===== src/rtl/jtag_scan_master.sv =====
// JTAG host: turns one queued command (TAP reset, IR/DR scan, idle clocks) into
// a TCK/TMS/TDI period sequence and returns the captured TDO bits.
module jtag_scan_master #(
  parameter int MaxLen = 64,
  parameter int ClkDiv = 1,
  parameter int LenW   = $clog2(MaxLen + 1)
) (
  input  logic              clock,
  input  logic              reset_i,
  input  logic              cmd_valid_i,
  output logic              cmd_ready_o,
  input  logic [1:0]        cmd_op_i,
  input  logic [LenW-1:0]   cmd_len_i,
  input  logic [MaxLen-1:0] cmd_data_i,
  output logic              rsp_valid_o,
  input  logic              rsp_ready_i,
  output logic [MaxLen-1:0] rsp_data_o,
  output logic              rsp_err_o,
  output logic              jtag_tck_o,
  output logic              jtag_tms_o,
  output logic              jtag_tdi_o,
  output logic              jtag_trst_no,
  input  logic              jtag_tdo_i
);

  localparam int KW = $clog2(MaxLen + 7);
  localparam int IW = (MaxLen > 1) ? $clog2(MaxLen) : 1;
  localparam int DW = $clog2(2 * ClkDiv + 1);
  localparam logic [DW-1:0] DivRise = DW'(ClkDiv - 1);
  localparam logic [DW-1:0] DivSamp = DW'(ClkDiv);
  localparam logic [DW-1:0] DivLast = DW'(2 * ClkDiv - 1);
  localparam logic [1:0] OpReset = 2'd0, OpIr = 2'd1, OpDr = 2'd2, OpIdle = 2'd3;

  typedef enum logic [1:0] {StIdle, StRun, StResp} state_e;
  typedef struct packed {logic tms; logic tdi; logic trst_n;} pins_t;

  function automatic logic [KW-1:0] shift_start(input logic [1:0] op);
    return (op == OpIr) ? KW'(4) : KW'(3);
  endfunction

  function automatic logic in_shift(input logic [1:0] op, input logic [LenW-1:0] n,
                                    input logic [KW-1:0] k);
    return ((op == OpIr) || (op == OpDr)) && (k >= shift_start(op)) &&
           (k < shift_start(op) + KW'(n));
  endfunction

  function automatic logic [IW-1:0] shift_idx(input logic [1:0] op, input logic [KW-1:0] k);
    logic [KW-1:0] d;
    d = k - shift_start(op);
    return d[IW-1:0];
  endfunction

  function automatic logic [KW-1:0] total_periods(input logic [1:0] op, input logic [LenW-1:0] n);
    logic [KW-1:0] t;
    case (op)
      OpReset: t = KW'(6);
      OpIr:    t = KW'(n) + KW'(6);
      OpDr:    t = KW'(n) + KW'(5);
      default: t = KW'(n);
    endcase
    return t;
  endfunction

  // Pin values for TCK period k of a command; the shift window sits between
  // the navigation prefix (RTI->Shift) and the Exit1->Update->RTI tail.
  function automatic pins_t period_pins(input logic [1:0] op, input logic [LenW-1:0] n,
                                        input logic [KW-1:0] k, input logic [MaxLen-1:0] data);
    pins_t p;
    logic [KW-1:0] tail;
    p = '0;
    p.trst_n = 1'b1;
    tail = shift_start(op) + KW'(n);
    case (op)
      OpReset: begin
        p.tms    = (k < KW'(5));
        p.trst_n = (k >= KW'(5));
      end
      OpIr, OpDr: begin
        if (in_shift(op, n, k)) begin
          p.tms = (k == tail - KW'(1));
          p.tdi = data[shift_idx(op, k)];
        end else if (k == tail) begin
          p.tms = 1'b1;
        end else if (op == OpIr) begin
          p.tms = (k < KW'(2));
        end else begin
          p.tms = (k == '0);
        end
      end
      default: ;
    endcase
    return p;
  endfunction

  state_e            state_q, state_d;
  logic [1:0]        op_q, op_d;
  logic [LenW-1:0]   len_q, len_d;
  logic [MaxLen-1:0] data_q, data_d;
  logic [KW-1:0]     tot_q, tot_d, per_q, per_d;
  logic [DW-1:0]     div_q, div_d;
  logic              tck_q, tck_d, tms_q, tms_d, tdi_q, tdi_d, trst_q, trst_d;
  logic [MaxLen-1:0] rsp_data_q, rsp_data_d;
  logic              rsp_err_q, rsp_err_d;
  logic              len_ok;
  pins_t             first_pins, next_pins;

  always_comb begin
    state_d    = state_q;
    op_d       = op_q;
    len_d      = len_q;
    data_d     = data_q;
    tot_d      = tot_q;
    per_d      = per_q;
    div_d      = div_q;
    tck_d      = tck_q;
    tms_d      = tms_q;
    tdi_d      = tdi_q;
    trst_d     = trst_q;
    rsp_data_d = rsp_data_q;
    rsp_err_d  = rsp_err_q;
    len_ok     = (cmd_len_i != '0) && (cmd_len_i <= LenW'(MaxLen));
    first_pins = period_pins(cmd_op_i, cmd_len_i, '0, cmd_data_i);
    next_pins  = period_pins(op_q, len_q, per_q + KW'(1), data_q);
    case (state_q)
      StIdle: begin
        if (cmd_valid_i) begin
          op_d       = cmd_op_i;
          len_d      = cmd_len_i;
          data_d     = cmd_data_i;
          tot_d      = total_periods(cmd_op_i, cmd_len_i);
          per_d      = '0;
          div_d      = '0;
          rsp_data_d = '0;
          rsp_err_d  = 1'b0;
          if (((cmd_op_i == OpIr) || (cmd_op_i == OpDr)) && !len_ok) begin
            rsp_err_d = 1'b1;
            state_d   = StResp;
          end else if ((cmd_op_i == OpIdle) && (cmd_len_i == '0)) begin
            state_d = StResp;
          end else begin
            state_d = StRun;
            tms_d   = first_pins.tms;
            tdi_d   = first_pins.tdi;
            trst_d  = first_pins.trst_n;
          end
        end
      end
      StRun: begin
        div_d = div_q + DW'(1);
        if (div_q == DivRise) tck_d = 1'b1;
        if ((div_q == DivSamp) && in_shift(op_q, len_q, per_q))
          rsp_data_d[shift_idx(op_q, per_q)] = jtag_tdo_i;
        // Period boundary: TCK falls and the next period's TMS/TDI launch together.
        if (div_q == DivLast) begin
          tck_d = 1'b0;
          div_d = '0;
          if (per_q == tot_q - KW'(1)) begin
            state_d = StResp;
          end else begin
            per_d  = per_q + KW'(1);
            tms_d  = next_pins.tms;
            tdi_d  = next_pins.tdi;
            trst_d = next_pins.trst_n;
          end
        end
      end
      StResp: begin
        if (rsp_ready_i) begin
          state_d    = StIdle;
          rsp_data_d = '0;
          rsp_err_d  = 1'b0;
        end
      end
      default: state_d = StIdle;
    endcase
  end

  always_ff @(posedge clock) begin
    if (reset_i) begin
      state_q    <= StIdle;
      op_q       <= OpReset;
      len_q      <= '0;
      data_q     <= '0;
      tot_q      <= '0;
      per_q      <= '0;
      div_q      <= '0;
      tck_q      <= 1'b0;
      tms_q      <= 1'b1;
      tdi_q      <= 1'b0;
      trst_q     <= 1'b1;
      rsp_data_q <= '0;
      rsp_err_q  <= 1'b0;
    end else begin
      state_q    <= state_d;
      op_q       <= op_d;
      len_q      <= len_d;
      data_q     <= data_d;
      tot_q      <= tot_d;
      per_q      <= per_d;
      div_q      <= div_d;
      tck_q      <= tck_d;
      tms_q      <= tms_d;
      tdi_q      <= tdi_d;
      trst_q     <= trst_d;
      rsp_data_q <= rsp_data_d;
      rsp_err_q  <= rsp_err_d;
    end
  end

  assign cmd_ready_o  = (state_q == StIdle) && !reset_i;
  assign rsp_valid_o  = (state_q == StResp);
  assign rsp_data_o   = rsp_data_q;
  assign rsp_err_o    = rsp_err_q;
  assign jtag_tck_o   = tck_q;
  assign jtag_tms_o   = tms_q;
  assign jtag_tdi_o   = tdi_q;
  assign jtag_trst_no = trst_q;

endmodule

===== config.mk =====
export PLATFORM = sky130hd
export DESIGN_NAME = jtag_scan_master
export DESIGN_NICKNAME = d
export VERILOG_FILES = /design/src/rtl/jtag_scan_master.sv
export SDC_FILE = /design/constraint.sdc
export NUM_CORES = 1
export LEC_CHECK = 0
export ABC_CLOCK_PERIOD_IN_PS = 6200
export BUFFER_PORTS_ARGS = -buffer_cell sky130_fd_sc_hd__buf_2
export CORE_ASPECT_RATIO = 0.9
export CORE_MARGIN = 4
export CORE_UTILIZATION = 45
export DETAILED_ROUTE_END_ITERATION = 10
export GPL_TIMING_DRIVEN = 1
export PLACE_DENSITY = 0.69
export SLEW_MARGIN = 20
export SYNTH_ARGS = -nofsm -noshare
export SYNTH_HDL_FRONTEND = slang
export SYNTH_SLANG_ARGS = --single-unit

===== constraint.sdc =====
create_clock -name clock -period 6.2 [get_ports clock]
set_input_delay 0.31 -clock clock [delete_from_list [all_inputs] [get_ports clock]]
set_output_delay 0.31 -clock clock [all_outputs]
set_load 0.02 [all_outputs]

==> results of run 1 <==
-- registers in the layout (all words and copies together), names as in the netlist --
register      count
data_q           64
div_q             2
jtag_tck_o        1
jtag_tdi_o        1
jtag_tms_o        1
jtag_trst_no      1
len_q             7
op_q              2
per_q             7
rsp_data_o       64
rsp_err_o         1
state_q           2
tot_q             7
-- logic make-up after synthesis --
kind of cell / Yosys count
multiplexers: 32
buffers and inverters: 107
AO/OA/AOI/OAI: 362
AND/OR/NAND/NOR: 376
flip-flops: 160
XOR/XNOR: 33
adder cells (fa/ha/maj): 43
-- per-layer routing --
metal | GRT usage | wire, µm | vias to the layer above
met2 | 0.3412 | 11400 | 290
li1 | - | - | 4192
met3 | 0.05260 | 1640 | 27
met5 | 0 | 7 | -
met4 | 0.06164 | 256 | 2
met1 | 0.3282 | 11890 | 4023
-- worst max-delay path, cell delays in order, from the launching register on --
cell	delay, ns
sky130_fd_sc_hd__dfxtp_1	0.33
sky130_fd_sc_hd__inv_1	0.08
sky130_fd_sc_hd__ha_1	0.32
sky130_fd_sc_hd__inv_1	0.28
sky130_fd_sc_hd__ha_1	0.29
sky130_fd_sc_hd__fa_1	0.42
sky130_fd_sc_hd__a21oi_1	0.23
sky130_fd_sc_hd__nor3b_1	0.10
sky130_fd_sc_hd__xnor2_1	0.34
sky130_fd_sc_hd__ha_1	0.33
sky130_fd_sc_hd__a2111o_1	0.40
sky130_fd_sc_hd__or2_1	0.31
sky130_fd_sc_hd__a21oi_4	0.51
sky130_fd_sc_hd__buf_4	0.41
sky130_fd_sc_hd__a21oi_1	0.12
sky130_fd_sc_hd__a311oi_1	0.27
-- per-stage QoR --
stage	hold slack, ns	worst slack (ns)	utilization	instances
after global routing	0.1002	0.9668	0.5348	1473
after detailed placement	0.4431	1.463	0.5045	1441
after floorplan	0.4331	2.422	-	1113
after CTS	0.09354	1.437	0.5344	1473
after global placement	0.4400	1.699	0.5045	1441
final	0.1051	1.378	0.5348	1473
-- worst min-delay path by stage --
stage / startpoint / to / slack [ns] / depth (start not counted)
floorplan: data_q[12] / data_q[12] / 0.43 / 2
global placement: data_q[39] / data_q[39] / 0.44 / 2
detailed placement: data_q[22] / data_q[22] / 0.44 / 2
CTS: cmd_data_i[25] / data_q[25] / 0.09 / 3
global route: cmd_data_i[45] / data_q[45] / 0.10 / 3
finish: cmd_data_i[25] / data_q[25] / 0.11 / 3
-- cell usage after synthesis, types with 20 or more instances --
cell / n / area [µm²]
sky130_fd_sc_hd__a21oi_1: 148 / 740.7
sky130_fd_sc_hd__nand2_1: 217 / 814.5
sky130_fd_sc_hd__o211ai_1: 35 / 262.8
sky130_fd_sc_hd__a311oi_1: 20 / 175.2
sky130_fd_sc_hd__inv_1: 27 / 101.4
sky130_fd_sc_hd__dfxtp_1: 160 / 3203
sky130_fd_sc_hd__nor2_1: 60 / 225.2
sky130_fd_sc_hd__o21ai_0: 64 / 320.3
sky130_fd_sc_hd__clkbuf_1: 56 / 210.2
sky130_fd_sc_hd__ha_1: 39 / 488.0
sky130_fd_sc_hd__nor3_1: 20 / 100.1
sky130_fd_sc_hd__nand3_1: 23 / 115.1
-- final cells by class --
class                           instances  area share
Timing Repair Buffer                  158     0.07887
Multi-Input combinational cell        846      0.5166
Clock buffer                           20     0.04402
Sequential cell                       160      0.3087
Clock inverter                         12     0.01182
Tap cell                              250     0.03015
Inverter                               27    0.009768
-- power by group --
group,internal (W),switching (W),total (W)
clock network,0.000553,0.000482,0.00103
registers,0.00107,0.0000299,0.00110
logic,0.000181,0.000306,0.000487
==> flow_summary.html, run 1 <==
<table>
<tr><th>Metric</th><th>Value</th></tr>
<tr><th colspan="2">Run status</th></tr>
<tr><td>Run status</td><td>finished clean</td></tr>
<tr><th colspan="2">Clocking</th></tr>
<tr><td>Cts repair resizes</td><td>0</td></tr>
<tr><td>Hold bufs inserted after CTS</td><td>0</td></tr>
<tr><td>Number of H-tree branching levels</td><td>4</td></tr>
<tr><td>Reg clk slew, reported paths</td><td>0.07 ns</td></tr>
<tr><td>Later-pin clock latency in the skew report</td><td>0.44 ns</td></tr>
<tr><td>Clk buf depth</td><td>2</td></tr>
<tr><td>CTS sink cnt</td><td>160</td></tr>
<tr><td>CTS tree</td><td>done</td></tr>
<tr><td>Cts bufs inserted</td><td>17</td></tr>
<tr><td>Root Buffer</td><td>sky130_fd_sc_hd__clkbuf_16</td></tr>
<tr><td>Setup repair bufs after CTS</td><td>0</td></tr>
<tr><th colspan="2">Final layout</th></tr>
<tr><td>Final cell area excluding filler cells</td><td>between 10000 and 15000 µm²</td></tr>
<tr><td>Sequential cell area</td><td>approximately 3200 µm²</td></tr>
<tr><td>Number of nets at the end of the flow</td><td>~1.3k</td></tr>
<tr><td>Share of cells above drive strength 1</td><td>0.1913</td></tr>
<tr><td>Layout area overhead</td><td>15.58%</td></tr>
<tr><td>Area taken by multi-input logic gates</td><td>5360 µm²</td></tr>
<tr><td>Count of fill cells added during filler insertion</td><td>~1.8k</td></tr>
<tr><td>Most common library cell in the layout ignoring fill and taps</td><td>sky130_fd_sc_hd__nand2_1</td></tr>
<tr><td>Most frequent cells in the layout</td><td>216 x sky130_fd_sc_hd__nand2_1, 160 x sky130_fd_sc_hd__dfxtp_1, 148 x sky130_fd_sc_hd__a21oi_1, 147 x sky130_fd_sc_hd__buf_2, 64 x sky130_fd_sc_hd__o21ai_0</td></tr>
<tr><td>Count of inserted antenna diode cells</td><td>0</td></tr>
<tr><th colspan="2">Power</th></tr>
<tr><td>Power per standard cell area</td><td>~250 nW/µm²</td></tr>
<tr><td>Reported leakage power</td><td>roughly 4.1 nW</td></tr>
<tr><td>Overall power</td><td>~0.0026 W</td></tr>
<tr><td>Peak VDD IR</td><td>0.0001620 V</td></tr>
<tr><th colspan="2">Floorplan</th></tr>
<tr><td>Die boundary height</td><td>142.0 µm</td></tr>
<tr><td>Core Area</td><td>about 19000 µm²</td></tr>
<tr><td>Number of primary I/O pins</td><td>between 100 and 150</td></tr>
<tr><td>Die outline width</td><td>156.9 µm</td></tr>
<tr><td>Initial core utilization</td><td>0.4627</td></tr>
<tr><td>Total die area</td><td>about 22000 µm²</td></tr>
<tr><td>FP Rows</td><td>between 40 and 50</td></tr>
<tr><th colspan="2">Timing</th></tr>
<tr><td>Setup repair after global routing missed its margin</td><td>false</td></tr>
<tr><td>Post-route minimum period</td><td>4.822 ns</td></tr>
<tr><td>Part of the cycle the worst path needs</td><td>0.7777</td></tr>
<tr><td>Final Hold Fails</td><td>0</td></tr>
<tr><td>Max Slew Vio Count</td><td>0</td></tr>
<tr><td>Highest Clock Rate</td><td>between 0.2 and 0.25 GHz</td></tr>
<tr><td>Relative slew slack</td><td>0.2318</td></tr>
<tr><td>Final Setup Violations</td><td>0</td></tr>
<tr><td>Final clock skew</td><td>about 0.019 ns</td></tr>
<tr><td>Transition time of the tightest slew-check pin</td><td>about 1.1 ns</td></tr>
<tr><td>Final total negative setup slack</td><td>0 ns</td></tr>
<tr><th colspan="2">Worst hold path</th></tr>
<tr><td>Type of the tightest min-delay check</td><td>input port to flop</td></tr>
<tr><th colspan="2">Flow run</th></tr>
<tr><td>Number of max-capacitance violations reported</td><td>0</td></tr>
<tr><th colspan="2">Worst setup path</th></tr>
<tr><td>Type of the worst setup path</td><td>flop to flop</td></tr>
<tr><td>Element type at the critical path end</td><td>flop</td></tr>
<tr><td>Largest fanout on the critical path</td><td>32</td></tr>
<tr><td>Worst flop-to-flop path endpoint</td><td>rsp_data_o[47]</td></tr>
<tr><td>CP Data Arrival Time</td><td>approximately 5.2 ns</td></tr>
<tr><td>Worst R2R Setup Slack</td><td>around 1.4 ns</td></tr>
<tr><td>Start point of the critical path</td><td>op_q[1]</td></tr>
<tr><td>Critical path endpoint</td><td>rsp_data_o[47]</td></tr>
<tr><td>CP Data Required Time</td><td>approximately 6.5 ns</td></tr>
<tr><td>Startpoint kind of the worst setup timing path</td><td>flop</td></tr>
<tr><td>Worst reg2reg path startpoint</td><td>op_q[1]</td></tr>
<tr><td>Worst Reg-to-Reg Cells</td><td>15</td></tr>
<tr><th colspan="2">Place</th></tr>
<tr><td>Buffers on Ports</td><td>~150</td></tr>
<tr><td>Total placed instance area</td><td>between 9000 and 10000 µm²</td></tr>
<tr><td>Final weighted congestion in routability-driven placement</td><td>around 0.9</td></tr>
<tr><td>Final HPWL DP</td><td>~17000 µm</td></tr>
<tr><th colspan="2">Synthesis</th></tr>
<tr><td>Post-Synth Adder-Cell Area</td><td>0.06217</td></tr>
<tr><td>Number of enable-type register cells in the synthesized netlist</td><td>0</td></tr>
<tr><td>Simple logic cell fraction of the synthesized area</td><td>0.1820</td></tr>
<tr><td>Cell Area, Synth</td><td>~9000 µm²</td></tr>
<tr><td>Multiplexer fraction of the synthesized cell area</td><td>0.06105</td></tr>
<tr><td>Synth Area in Compound Gates</td><td>0.2559</td></tr>
<tr><td>Synthesized area per cell</td><td>roughly 8 µm²</td></tr>
<tr><td>Combinational family with the most area after synthesis</td><td>compound AO/OA/AOI/OAI gates</td></tr>
<tr><td>Library cells used by synthesis</td><td>78</td></tr>
<tr><td>Synthesized instance count</td><td>1113</td></tr>
<tr><td>Most used flip-flop cell after synthesis</td><td>sky130_fd_sc_hd__dfxtp_1</td></tr>
<tr><td>XOR/XNOR share of the synthesized area</td><td>0.03304</td></tr>
<tr><td>Number of nets in the synthesized netlist</td><td>around 1.2k</td></tr>
<tr><td>Synthesis Warnings</td><td>0</td></tr>
<tr><td>Share of synthesized flip-flops with an asynchronous set or reset</td><td>0</td></tr>
<tr><td>Proportion of synthesized chip area in sequential cells</td><td>0.3568</td></tr>
<tr><td>Flops &amp; latches, synth</td><td>between 150 and 200</td></tr>
<tr><th colspan="2">Global routing</th></tr>
<tr><td>All-layer global routing usage</td><td>0.2267</td></tr>
<tr><td>Via count of the first global-routing pass</td><td>8058</td></tr>
<tr><td>Initial antenna violation count</td><td>1</td></tr>
<tr><td>Pin count of the biggest net entering global routing</td><td>84</td></tr>
<tr><td>Global-route wire length before repair</td><td>41220 µm</td></tr>
<tr><td>Aggregate global routing overflow</td><td>0</td></tr>
<tr><th colspan="2">Detailed routing</th></tr>
<tr><td>Via total after detailed routing</td><td>8534</td></tr>
<tr><td>DRC violation count after routing</td><td>0</td></tr>
<tr><td>Count of TritonRoute iterations in the first routing pass</td><td>6</td></tr>
<tr><td>Final ANT Viol Nets</td><td>0</td></tr>
<tr><td>Routed length per placed instance</td><td>between 15 and 20 µm</td></tr>
<tr><td>Final WL</td><td>approximately 25000 µm</td></tr>
<tr><td>Number of violations reported at the end of detailed-routing iteration 0</td><td>660</td></tr>
<tr><td>Via density per instance</td><td>between 5 and 6</td></tr>
</table>
Power figures use the tool's default switching activity.
==> inputs of run 2 (changes only) <==
--- a/config.mk
+++ b/config.mk
@@ -5,7 +5,7 @@
 export SDC_FILE = /design/constraint.sdc
 export NUM_CORES = 1
 export LEC_CHECK = 0
-export ABC_CLOCK_PERIOD_IN_PS = 6200
+export ABC_CLOCK_PERIOD_IN_PS = 4800
 export BUFFER_PORTS_ARGS = -buffer_cell sky130_fd_sc_hd__buf_2
 export CORE_ASPECT_RATIO = 0.9
 export CORE_MARGIN = 4
==> constraint.sdc (replaced) <==
create_clock -name clock -period 4.8 [get_ports clock]
set_input_delay 0.24 -clock clock [delete_from_list [all_inputs] [get_ports clock]]
set_output_delay 0.24 -clock clock [all_outputs]
set_load 0.02 [all_outputs]
==> run 2 against run 1 <==
Against the previous run: sequential share of layout area is 0.37 points lower; largest power group unchanged; combinational power grew 31%; fmax grew 15%; highest routed layer unchanged; cell area up 1.2%; core utilization grew 0.64 points; power up 32%; critical path depth is the same; clock skew fell by 0.0035 ns; flip-flop and latch count did not move.
==> flow_summary.html, run 2 (synthesis gave the netlist of run 1 again) <==
<table>
<tr><th>Metric</th><th>Value</th></tr>
<tr><th colspan="2">Worst setup path</th></tr>
<tr><td>Most used cell, CP</td><td>sky130_fd_sc_hd__ha_1</td></tr>
<tr><td>List of cells traversed by the critical path</td><td>inv_1, ha_1, inv_1, ha_1, fa_1, a21oi_1, nor3b_1, xnor2_1, ha_1, a2111o_1, or2_1, a21oi_4, buf_12, nand2_1, a311oi_1</td></tr>
<tr><td>Start point of the critical path</td><td>op_q[1]</td></tr>
<tr><td>Worst reg2reg path startpoint</td><td>op_q[1]</td></tr>
<tr><td>CP max stage cell</td><td>sky130_fd_sc_hd__fa_1</td></tr>
<tr><td>Largest fanout on the critical path</td><td>22</td></tr>
<tr><td>Worst Reg-to-Reg Cells</td><td>15</td></tr>
<tr><td>Type of the worst setup path</td><td>flop to flop</td></tr>
<tr><td>Element type at the critical path end</td><td>flop</td></tr>
<tr><td>Cell family with most CP delay</td><td>adder cells</td></tr>
<tr><td>Max incr delay on CP</td><td>~0.42 ns</td></tr>
<tr><td>CP Data Arrival Time</td><td>between 4 and 5 ns</td></tr>
<tr><td>CP Data Required Time</td><td>a little over 5 ns</td></tr>
<tr><td>Worst flop-to-flop path endpoint</td><td>rsp_data_o[62]</td></tr>
<tr><td>Worst R2R Setup Slack</td><td>roughly 0.62 ns</td></tr>
<tr><td>Startpoint kind of the worst setup timing path</td><td>flop</td></tr>
<tr><td>CP bufs+invs</td><td>3</td></tr>
<tr><th colspan="2">Final layout</th></tr>
<tr><td>Cell Count, Final, Fillers Out</td><td>1483</td></tr>
<tr><td>Layout area overhead</td><td>16.98%</td></tr>
<tr><td>Count of fill cells added during filler insertion</td><td>roughly 1.8k</td></tr>
<tr><td>Most common library cell in the layout ignoring fill and taps</td><td>sky130_fd_sc_hd__nand2_1</td></tr>
<tr><td>Number of nets at the end of the flow</td><td>about 1.3k</td></tr>
<tr><td>Share of cells above drive strength 1</td><td>0.1971</td></tr>
<tr><td>Count of inserted antenna diode cells</td><td>0</td></tr>
<tr><td>Most frequent cells in the layout</td><td>216 x sky130_fd_sc_hd__nand2_1, 160 x sky130_fd_sc_hd__dfxtp_1, 148 x sky130_fd_sc_hd__a21oi_1, 147 x sky130_fd_sc_hd__buf_2, 64 x sky130_fd_sc_hd__o21ai_0</td></tr>
<tr><th colspan="2">Detailed routing</th></tr>
<tr><td>DRC violation count after routing</td><td>0</td></tr>
<tr><td>Final WL</td><td>between 20000 and 30000 µm</td></tr>
<tr><td>Via total after detailed routing</td><td>approximately 8.5k</td></tr>
<tr><td>Routed length per placed instance</td><td>16.91 µm</td></tr>
<tr><td>Number of violations reported at the end of detailed-routing iteration 0</td><td>approximately 700</td></tr>
<tr><td>Via density per instance</td><td>~5.7</td></tr>
<tr><td>Final ANT Viol Nets</td><td>0</td></tr>
<tr><td>Count of TritonRoute iterations in the first routing pass</td><td>5</td></tr>
<tr><th colspan="2">Timing</th></tr>
<tr><td>Part of the cycle the worst path needs</td><td>0.8701</td></tr>
<tr><td>Final clock skew</td><td>0.01536 ns</td></tr>
<tr><td>Final Setup Violations</td><td>0</td></tr>
<tr><td>Final Hold Fails</td><td>0</td></tr>
<tr><td>Final total negative setup slack</td><td>0 ns</td></tr>
<tr><td>Transition time of the tightest slew-check pin</td><td>around 1.1 ns</td></tr>
<tr><td>Relative slew slack</td><td>0.2519</td></tr>
<tr><td>Highest Clock Rate</td><td>approximately 0.24 GHz</td></tr>
<tr><td>Setup repair after global routing missed its margin</td><td>false</td></tr>
<tr><td>Max Slew Vio Count</td><td>0</td></tr>
<tr><td>Post-route minimum period</td><td>between 4 and 5 ns</td></tr>
<tr><td>Setup WS post-layout</td><td>between 0.6 and 0.7 ns</td></tr>
<tr><th colspan="2">Place</th></tr>
<tr><td># placed instances</td><td>around 1.5k</td></tr>
<tr><td>Worst slack at placement</td><td>approximately 0.64 ns</td></tr>
<tr><td>Final weighted congestion in routability-driven placement</td><td>between 0.9 and 1</td></tr>
<tr><td>Final HPWL DP</td><td>roughly 17000 µm</td></tr>
<tr><td>Buffers on Ports</td><td>about 150</td></tr>
<tr><th colspan="2">Global routing</th></tr>
<tr><td>Initial antenna violation count</td><td>1</td></tr>
<tr><td>Aggregate global routing overflow</td><td>0</td></tr>
<tr><td>Via count of the first global-routing pass</td><td>7979</td></tr>
<tr><td>Global-route wire length before repair</td><td>a little over 40000 µm</td></tr>
<tr><td>All-layer global routing usage</td><td>0.2252</td></tr>
<tr><td>Pin count of the biggest net entering global routing</td><td>between 100 and 150</td></tr>
<tr><th colspan="2">Floorplan</th></tr>
<tr><td>Initial core utilization</td><td>0.4627</td></tr>
<tr><td>Total die area</td><td>about 22000 µm²</td></tr>
<tr><td>FP Rows</td><td>48</td></tr>
<tr><td>Die outline width</td><td>between 150 and 200 µm</td></tr>
<tr><td>Core Area</td><td>19400 µm²</td></tr>
<tr><td>Number of primary I/O pins</td><td>149</td></tr>
<tr><td>Die boundary height</td><td>~140 µm</td></tr>
<tr><th colspan="2">Power</th></tr>
<tr><td>Peak VDD IR</td><td>around 0.00026 V</td></tr>
<tr><td>Overall power</td><td>0.003452 W</td></tr>
<tr><td>Power per standard cell area</td><td>around 330 nW/µm²</td></tr>
<tr><td>Reported leakage power</td><td>roughly 4.2 nW</td></tr>
<tr><th colspan="2">Clocking</th></tr>
<tr><td>Cts bufs inserted</td><td>17</td></tr>
<tr><td>Reg clk slew, reported paths</td><td>~0.07 ns</td></tr>
<tr><td>Number of H-tree branching levels</td><td>4</td></tr>
<tr><td>Later-pin clock latency in the skew report</td><td>roughly 0.43 ns</td></tr>
<tr><td>Setup repair bufs after CTS</td><td>0</td></tr>
<tr><td>Cts repair resizes</td><td>0</td></tr>
<tr><td>Hold bufs inserted after CTS</td><td>0</td></tr>
<tr><td>CTS sink cnt</td><td>160</td></tr>
<tr><td>CTS tree</td><td>done</td></tr>
<tr><td>Root Buffer</td><td>sky130_fd_sc_hd__clkbuf_16</td></tr>
<tr><td>Clk buf depth</td><td>2</td></tr>
<tr><th colspan="2">Worst hold path</th></tr>
<tr><td>Hold path endpoint</td><td>data_q[25]</td></tr>
<tr><td>Hold Path Cell Cnt</td><td>3</td></tr>
<tr><td>Type of the tightest min-delay check</td><td>input port to flop</td></tr>
<tr><td>Startpoint of the worst hold path</td><td>cmd_data_i[25]</td></tr>
<tr><th colspan="2">Flow run</th></tr>
<tr><td>Number of max-capacitance violations reported</td><td>0</td></tr>
<tr><th colspan="2">Run status</th></tr>
<tr><td>Run status</td><td>finished clean</td></tr>
</table>
run 2: cell type report:
cell class              instances  area (µm²)  area share
repair buffers                168       918.4     0.08746
clock buffers                  17       425.4     0.04051
multi-input cells             846        5351      0.5097
inverters                      27       101.3    0.009652
flip-flops and latches        160        3203      0.3051
clock inverters                15       187.7     0.01787
well taps                     250       312.8     0.02979
run 2: power breakdown:
| part | total, W | switching, W | internal [W] |
|---|---|---|---|
| logic | 0.000636 | 0.000398 | 0.000239 |
| registers | 0.00142 | 0.0000387 | 0.00138 |
| clock network | 0.00139 | 0.000645 | 0.000748 |
run 2: layer usage:
metal  up-vias  wire length [µm]  share of wire  GRT usage
li1       4222                 -              -          -
met5         -                 8        0.00032          0
met1      3971             11720           0.47     0.3226
met4         2               343          0.014    0.05479
met2       303             11310           0.45     0.3430
met3        27              1698          0.068    0.05655
run 2: metrics by stage:
step | hold slack, ns | instance area, µm² | utilization
2_1_floorplan | 0.3760 | 8976 | -
3_3_place_gp | 0.4402 | 9887 | 0.5097
3_5_place_dp | 0.4444 | 9887 | 0.5097
4_1_cts | 0.02432 | 10500 | 0.5413
5_1_grt | 0.02096 | 10500 | 0.5413
6_report | 0.03270 | 10500 | 0.5413
run 2: how the worst max path moves through the flow:
stage                                end  cells after the start
after global placement    rsp_data_o[41]                     15
after floorplan               jtag_tdi_o                     12
after detailed placement  rsp_data_o[59]                     15
after global routing      rsp_data_o[56]                     15
after CTS                 rsp_data_o[62]                     15
final                     rsp_data_o[62]                     15
run 2: worst register-to-register path: stages (launching register included):
cell,delay [ns]
sky130_fd_sc_hd__dfxtp_1,0.33
sky130_fd_sc_hd__inv_1,0.08
sky130_fd_sc_hd__ha_1,0.36
sky130_fd_sc_hd__inv_1,0.10
sky130_fd_sc_hd__ha_1,0.22
sky130_fd_sc_hd__fa_1,0.42
sky130_fd_sc_hd__a21oi_1,0.23
sky130_fd_sc_hd__nor3b_1,0.10
sky130_fd_sc_hd__xnor2_1,0.31
sky130_fd_sc_hd__ha_1,0.32
sky130_fd_sc_hd__a2111o_1,0.40
sky130_fd_sc_hd__or2_1,0.31
sky130_fd_sc_hd__a21oi_4,0.37
sky130_fd_sc_hd__buf_12,0.21
sky130_fd_sc_hd__nand2_1,0.07
sky130_fd_sc_hd__a311oi_1,0.26
